<file path="src/rtl/mem_req_arbiter.sv">
// Shares one AXI bridge between ICache refill, DCache refill and a one-deep DCache write buffer.
// Define ARB_FIXED_PRIO_EN for fixed DCache-first read arbitration; default is round-robin.
module mem_req_arbiter #(
    parameter int BLK_W = 128
) (
    input  logic             aclk,
    input  logic             aresetn,
    input  logic             ic_req,
    input  logic [31:0]      ic_addr,
    output logic             ic_gnt,
    output logic             ic_rvalid,
    output logic [BLK_W-1:0] ic_rdata,
    input  logic             dc_rreq,
    input  logic [31:0]      dc_raddr,
    output logic             dc_rgnt,
    output logic             dc_rvalid,
    output logic [BLK_W-1:0] dc_rdata,
    input  logic [3:0]       dc_wen,
    input  logic [31:0]      dc_waddr,
    input  logic [31:0]      dc_wdata,
    output logic             dc_wrdy,
    output logic             m_rreq,
    output logic [31:0]      m_raddr,
    input  logic             m_rrdy,
    input  logic             m_rvalid,
    input  logic [BLK_W-1:0] m_rdata,
    output logic [3:0]       m_wen,
    output logic [31:0]      m_waddr,
    output logic [31:0]      m_wdata,
    input  logic             m_wrdy,
    input  logic             m_wdone
);
    localparam int          OFF_W    = $clog2(BLK_W / 8);
    localparam logic [31:0] OFF_MASK = 32'((64'd1 << OFF_W) - 64'd1);

    typedef enum logic [1:0] {RD_IDLE, RD_ISSUE, RD_WAIT, RD_RESP} rd_state_t;
    typedef enum logic [1:0] {WB_EMPTY, WB_ISSUE, WB_WAIT} wb_state_t;

    rd_state_t          rd_state_q;
    wb_state_t          wb_state_q;
    logic               owner_dc_q;
    logic               ic_gnt_q, dc_rgnt_q, ic_rvalid_q, dc_rvalid_q;
    logic               m_rreq_q;
    logic [31:0]        m_raddr_q;
    logic [BLK_W-1:0]   ic_rdata_q, dc_rdata_q;
    logic [3:0]         m_wen_q;
    logic [31:0]        m_waddr_q, m_wdata_q;
    logic               dc_wrdy_q;

    logic               wb_take, wb_full, haz_valid;
    logic [31:0]        haz_addr, win_addr;
    logic               ic_elig, dc_elig, any_elig, pick_dc;

    // The hazard covers a write being accepted on this same edge, not only the buffered one.
    assign wb_full   = (wb_state_q != WB_EMPTY);
    assign wb_take   = !wb_full && (dc_wen != 4'h0);
    assign haz_valid = wb_full || wb_take;
    assign haz_addr  = wb_full ? m_waddr_q : dc_waddr;

    assign ic_elig  = ic_req  && !(haz_valid && (((ic_addr  ^ haz_addr) & ~OFF_MASK) == 32'h0));
    assign dc_elig  = dc_rreq && !(haz_valid && (((dc_raddr ^ haz_addr) & ~OFF_MASK) == 32'h0));
    assign any_elig = ic_elig || dc_elig;
    assign win_addr = pick_dc ? dc_raddr : ic_addr;

`ifdef ARB_FIXED_PRIO_EN
    assign pick_dc = dc_elig;
`else
    logic last_dc_q;  // 1 = DCache was granted last

    assign pick_dc = dc_elig && (!ic_elig || !last_dc_q);

    always_ff @(posedge aclk or negedge aresetn) begin
        if (!aresetn) begin
            last_dc_q <= 1'b1;
        end else if (rd_state_q == RD_IDLE && any_elig) begin
            last_dc_q <= pick_dc;
        end
    end
`endif

    always_ff @(posedge aclk or negedge aresetn) begin
        if (!aresetn) begin
            rd_state_q  <= RD_IDLE;
            owner_dc_q  <= 1'b0;
            ic_gnt_q    <= 1'b0;
            dc_rgnt_q   <= 1'b0;
            ic_rvalid_q <= 1'b0;
            dc_rvalid_q <= 1'b0;
            m_rreq_q    <= 1'b0;
            m_raddr_q   <= 32'h0;
            ic_rdata_q  <= '0;
            dc_rdata_q  <= '0;
        end else begin
            ic_gnt_q    <= 1'b0;
            dc_rgnt_q   <= 1'b0;
            ic_rvalid_q <= 1'b0;
            dc_rvalid_q <= 1'b0;
            case (rd_state_q)
                RD_IDLE: begin
                    if (any_elig) begin
                        rd_state_q <= RD_ISSUE;
                        owner_dc_q <= pick_dc;
                        ic_gnt_q   <= !pick_dc;
                        dc_rgnt_q  <= pick_dc;
                        m_rreq_q   <= 1'b1;
                        m_raddr_q  <= win_addr & ~OFF_MASK;
                    end
                end
                RD_ISSUE: begin
                    if (m_rrdy) begin
                        m_rreq_q   <= 1'b0;
                        rd_state_q <= RD_WAIT;
                    end
                end
                RD_WAIT: begin
                    // Only the owner's data register is written; the other keeps its last block.
                    if (m_rvalid) begin
                        rd_state_q <= RD_RESP;
                        if (owner_dc_q) begin
                            dc_rvalid_q <= 1'b1;
                            dc_rdata_q  <= m_rdata;
                        end else begin
                            ic_rvalid_q <= 1'b1;
                            ic_rdata_q  <= m_rdata;
                        end
                    end
                end
                default: rd_state_q <= RD_IDLE;
            endcase
        end
    end

    always_ff @(posedge aclk or negedge aresetn) begin
        if (!aresetn) begin
            wb_state_q <= WB_EMPTY;
            m_wen_q    <= 4'h0;
            m_waddr_q  <= 32'h0;
            m_wdata_q  <= 32'h0;
            dc_wrdy_q  <= 1'b1;
        end else begin
            case (wb_state_q)
                WB_EMPTY: begin
                    if (wb_take) begin
                        wb_state_q <= WB_ISSUE;
                        m_wen_q    <= dc_wen;
                        m_waddr_q  <= dc_waddr;
                        m_wdata_q  <= dc_wdata;
                        dc_wrdy_q  <= 1'b0;
                    end
                end
                WB_ISSUE: begin
                    if (m_wrdy) begin
                        m_wen_q    <= 4'h0;
                        wb_state_q <= WB_WAIT;
                    end
                end
                WB_WAIT: begin
                    if (m_wdone) begin
                        wb_state_q <= WB_EMPTY;
                        dc_wrdy_q  <= 1'b1;
                    end
                end
                default: wb_state_q <= WB_EMPTY;
            endcase
        end
    end

    assign ic_gnt    = ic_gnt_q;
    assign dc_rgnt   = dc_rgnt_q;
    assign ic_rvalid = ic_rvalid_q;
    assign dc_rvalid = dc_rvalid_q;
    assign ic_rdata  = ic_rdata_q;
    assign dc_rdata  = dc_rdata_q;
    assign m_rreq    = m_rreq_q;
    assign m_raddr   = m_raddr_q;
    assign m_wen     = m_wen_q;
    assign m_waddr   = m_waddr_q;
    assign m_wdata   = m_wdata_q;
    assign dc_wrdy   = dc_wrdy_q;

endmodule
</file>
<file path="config.mk">
export PLATFORM = sky130hd
export DESIGN_NAME = mem_req_arbiter
export DESIGN_NICKNAME = d
export VERILOG_FILES = /design/src/rtl/mem_req_arbiter.sv
export SDC_FILE = /design/constraint.sdc
export NUM_CORES = 1
export LEC_CHECK = 0
export ABC_AREA = 1
export CAP_MARGIN = 20
export CORE_AREA = 3 3 244 246
export DETAILED_ROUTE_END_ITERATION = 16
export DIE_AREA = 0 0 247 249
export GPL_TIMING_DRIVEN = 0
export HOLD_SLACK_MARGIN = 0.05
export PLACE_DENSITY = 0.62
export SLEW_MARGIN = 20
export SYNTH_ARGS = -nofsm -noshare
export SYNTH_HDL_FRONTEND = slang
export SYNTH_SLANG_ARGS = --single-unit
</file>
<file path="constraint.sdc">
create_clock -name aclk -period 2.78 [get_ports aclk]
set_input_delay 0.834 -clock aclk [delete_from_list [all_inputs] [get_ports aclk]]
set_output_delay 0.834 -clock aclk [all_outputs]
set_load 0.02 [all_outputs]
</file>
After elaboration in Yosys (flattened, before gate mapping)
Index checks and enable logic that the tools add are counted.
- memories kept: 0
- word-level logic and storage cells: 92
- memory bits (writable): 0
- input bits: 268
- output and inout bits: 362
- ROM bits: 0
- bits in registers: 364
- bits in latches: 0
- reductions and logical operators: 34
- multiply operators: 0
- divide/modulo/power cells: 0
- muxes and demuxes: 29
- bitwise gates (word level): 3
- shifts and indexed selects: 0
- $lt $le $gt $ge: 0
- add/subtract/negate cells: 0
- eq/ne operators: 10
- operator list (operator ; count):
    32-bit logical NOT ; 2
    32-bit two-way mux ; 2
    32-bit bitwise XOR ; 2
    3-bit AND reduction ; 7
    1-bit two-way mux ; 14
    2-bit two-way mux ; 6
    2-bit inequality test (second input constant) ; 6
    2-bit case mux with 3 select lines ; 2
    4-bit two-way mux ; 2
    4-bit case mux with 2 select lines ; 1
    2-bit nonzero test ; 4
    1-bit logical AND ; 7
    1-bit logical NOT ; 6
    2-bit by 1-bit equality test with 1-bit output (second input constant) ; 2
    2-bit equality test (second input constant) ; 2
    2-bit logical NOT ; 2
    1-bit case mux with 2 select lines ; 2
    2-bit AND reduction ; 2
    4-bit nonzero test ; 1
    1-bit logical OR ; 3
    1-bit NOT ; 1

Depth between registers and ports, before layout
Gate-level depths: netlist of the first run.
- depth in word-level cells: 13
- depth in mapped cells: 20
- mapped depth without buffers: 17

Worst setup path before layout of the first run
No wires, ideal clock.
- path type: input -> register
- start point: input dc_waddr[14]
- end point: register m_raddr_q[22] (netlist: m_raddr[22])
- buffers on the path: 2
- data arrival time: 2.066 ns
- stages on the path: 15
- data required time: 2.664 ns
- setup slack: 0.598 ns
- setup time: 0.116 ns
- cells stage by stage: inv_1 -> nand2_1 -> nand2_1 -> nand2_1 -> nand2_1 -> and2_0 -> nand2_1 -> nor2_1 -> nand2_1 -> o21bai_1 -> a21oi_2 -> buf_4 -> buf_6 -> nand2_1 -> nand2_1
- cells in the longest elaborated chain, start to end: 10
- elaborated cells between the ends (all ways): 17
- classes of those cells: mux: 2; bitwise: 2; reduce/logical: 13
- ends and longest elaborated chain (element ; RTL line ; RTL):
    start: declaration ; 19 ; input logic [31:0] dc_waddr,
    32-bit two-way mux (*) ; 58 ; assign haz_addr = wb_full ? m_waddr_q : dc_waddr;
    32-bit bitwise XOR ; 60 ; assign ic_elig = ic_req && !(haz_valid && (((ic_addr ^ haz_addr) & ~OFF_MASK) == 32'h0));
    32-bit logical NOT ; 60 ;
    1-bit logical AND ; 60 ;
    1-bit logical NOT ; 60 ;
    1-bit logical AND ; 60 ;
    1-bit logical NOT ; 70 ; assign pick_dc = dc_elig && (!ic_elig || !last_dc_q);
    1-bit logical OR ; 70 ;
    1-bit logical AND ; 70 ;
    32-bit two-way mux ; 63 ; assign win_addr = pick_dc ? dc_raddr : ic_addr;
    end signal: assignment ; 106 ; m_raddr_q <= win_addr & ~OFF_MASK;
    end: declaration ; 44 ; logic [31:0] m_raddr_q;
Every way passes the cells marked *; elsewhere a longest branch is shown, timed or not.
A chain may end at the register's enable or synchronous reset.

Final worst setup path of the first run
- start point: input dc_waddr[30]
- end point: register m_raddr_q[21] (netlist: m_raddr[21])
The elaborated chain is that of the path after synthesis.

==> flow_summary.toml, run 1 <==
[routing]
ant_nets = 0
wl_per_cell_um = 19.0
route.detailed.drc = 0
wl_mm = 64.5
drtPass1Iterations = 7
drt-initial-drc-count = 1023
via_per_inst = 4.59
num_vias = 15600

[grt]
grt.total_usage_pct = 20.6
grt_pass1_vias = 15900
antenna_found_initial = 6
grt_max_degree = 103
grt_pass1_wl_mm = 97.9
grt-ovfl-total = 0

[sta]
setup_slack_ns = 0.175
finalCritPeriodShare_pct = 93.7
whs_ns = 0.273
clock.fmax_mhz = 384
worst_slew_pin_slew_ns = 0.789
finalSetupViolCount = 0
fin_crit_ns = 2.60
hold_viol = 0
relSlewSlack_pct = 47.4
fin_tns_setup_ns = 0
fin_skew_ns = 0.0222
drv_slew = 0

[finish]
final_nets = 2863
area_delta_synth_final_pct = 55.7
layout-drive-gt1-share_pct = 4.80
fillers = 5715

[die]
rows = 88
dieHeight_um = 249
die_area_sq_um = 61500
coreArea_sq_um = 57600
io_pins = 630
die_x_um = 247
initial_core_util_pct = 27.3

[logic_synthesis]
syn_area_sq_um = 15700
synth_xor_area_share_pct = 0.0557
yosys.area.top_type = "dfrtp_1"
synthAdderAreaFrac_pct = 0.318
synth.top_cells.by_area = "dfrtp_1 58%, nand2_1 18%, o21ai_0 9.1%"
ys_top_cells_by_count = "770 x nand2_1, 362 x dfrtp_1, 287 x o21ai_0, 228 x inv_1, 88 x nand3_1"
avgSynthCellArea_sq_um = 8.19
yosysSeqAreaShare_pct = 57.9
synth_ff_type = "dfrtp_1"
muxShareOfSynthArea_pct = 0
synth.top_cell.area_share_pct = 57.6
async_reset_ff_share_pct = 100
synth_top_family_by_area = "simple AND/OR/NAND/NOR gates"
ys_warn_count = 0
syn_inst = 1921
synth_compound_area_share_pct = 9.48
ys_ff_latch = 364
synthSimpleGateAreaFrac_pct = 23.8
yosys.cell_count.top_type = "nand2_1"
synth_cell_types = 32
synth-edff-count = 0

[pwr]
sequentialPowerShare_pct = 30.9
p_sw_share_pct = 42.2
peakVddDrop_mv = 0.640
p_int_mw = 17.4
p_sw_mw = 12.7
clkPwrFrac_pct = 18.9
p_per_area_nw_per_um2 = 1230
p_comb_share_pct = 50.2
p_leak_nw = 12.0

[placement]
numPortBuffers = 617
gp_congestion = 0.890
dp_slack_ns = -0.732
dp_hpwl_mm = 50.0

[worst_setup_path]
arrival_ns = 3.11
r2r_start = "wb_state_q[0]"
worst_setup_path_start_kind = "input port"
endpoint_kind = "flip-flop"
critPathRequiredTime_ns = 3.29
cp_max_fo = 10
crit_type = "in -> reg"
startpoint = "dc_waddr[30]"

[clocking]
numCtsBuffers = 42
cts-root-buf = "clkbuf_16"
cts_sinks = 364
insertion_delay_ns = 0.57
clk_pin_slew_ns = 0.06
postCtsHoldBufs = 0
cts_max_path_buffers = 3
cts_tree = "done"
htree_levels = 2

[run]
drv_cap = 0

[min_path]
worstHoldPathType = "in -> async"

[status]
status = "completed"
state kept, by name, summed over array words and instances, names as in the netlist:
signal / count
dc_rdata: 128
dc_rgnt: 1
dc_rvalid: 1
dc_wrdy: 1
ic_gnt: 1
ic_rdata: 128
ic_rvalid: 1
last_dc_q: 1
m_raddr: 28
m_rreq: 1
m_waddr: 32
m_wdata: 32
m_wen: 4
owner_dc_q: 1
rd_state_q: 2
wb_state_q: 2
final cells by class:
| class | count | area (sq um) | share of cell area (%) |
|---|---|---|---|
| diodes | 2 | 5.00 | 0.0204 |
| plain buffers | 97 | 492 | 2.01 |
| clock buffers | 59 | 1180 | 4.84 |
| clock inverters | 17 | 239 | 0.976 |
| inverters | 230 | 863 | 3.53 |
| multi-input cells | 1232 | 5320 | 21.7 |
| flip-flops and latches | 364 | 9110 | 37.2 |
| well taps | 765 | 957 | 3.91 |
| repair buffers | 624 | 6310 | 25.8 |
kinds of logic after synthesis:
kind of cell,count (synthesis)
compound gates,295
xor+xnor,1
fa+ha+maj,4
buf+inv,328
flops,364
other cells,1
simple gates,928
worst paths after layout:
path / endpoint / depth (start not counted) / slack [ns]
setup / recovery: m_raddr[21] / 14 / 0.18
hold / removal: m_waddr[15] / 1 / 0.27
setup reg to reg: m_raddr[21] / 16 / 0.21
hold reg to reg: last_dc_q / 2 / 0.47
max in group asynchronous: ic_rdata[122] / 3 / 1.06
min in group aclk: last_dc_q / 2 / 0.47
layout by cell type (no fill, tap or decap), types with 14 or more instances in the layout:
master and instances:
inv_1 227, dfrtp_1 361, clkdlybuf4s50_1 616, clkbuf_1 70
nand2_1 769, buf_4 14, o21ai_0 287, clkbuf_16 42
nor2_1 26, nand3_1 88, nand3b_1 25
through the flow:
step	instances	area [sq um]	power, mW	util [%]
final	3390	24500	30.1	42.5
after floorplan	1924	15700	16.4	-
after global routing	3390	24500	32.0	42.5
after detailed placement	3309	23000	24.3	39.9
after global placement	3306	22900	24.1	39.7
after CTS	3385	24400	30.2	42.4
critical path: stages:
cell and delay, ns:
clkdlybuf4s50_1 0.55, inv_1 0.10, o21ai_1 0.17, nand2_1 0.07
nand2_1 0.07, nand3_1 0.14, nor2_2 0.18, nand2_1 0.09
o21bai_1 0.24, a21oi_2 0.11, inv_2 0.09, buf_2 0.28
nand2_1 0.09, nand2_1 0.08
metal layers:
layer	vias to the layer above	routed length [um]	global-route usage (%)
met5	-	0	0
met4	0	2040	6.52
met3	113	5340	5.46
met2	606	31600	35.2
met1	7552	25600	25.2
li1	7279	-	-
repair_timing:
item	CTS	global route
setup buffers	0	4
resized for setup	4	29
pin swaps	0	2
endpoints found under the setup margin	37	96
power groups by stage:
stage	Combinational [mW]	Clock, mW	Sequential [mW]
5_1_grt	16.3	6.07	9.60
6_report	15.1	5.70	9.31
4_1_cts	15.1	5.85	9.29
2_1_floorplan	4.47	0	12.0
3_3_place_gp	14.8	0	9.26
3_5_place_dp	15.0	0	9.31
Note: power is estimated with default switching activity, not from simulation.
==> run 2: changes to the inputs <==
- HOLD_SLACK_MARGIN: 0.05 -> 0.02
==> results of run 2 <==
Final layout, timing and power as in run 1 (identical DEF).
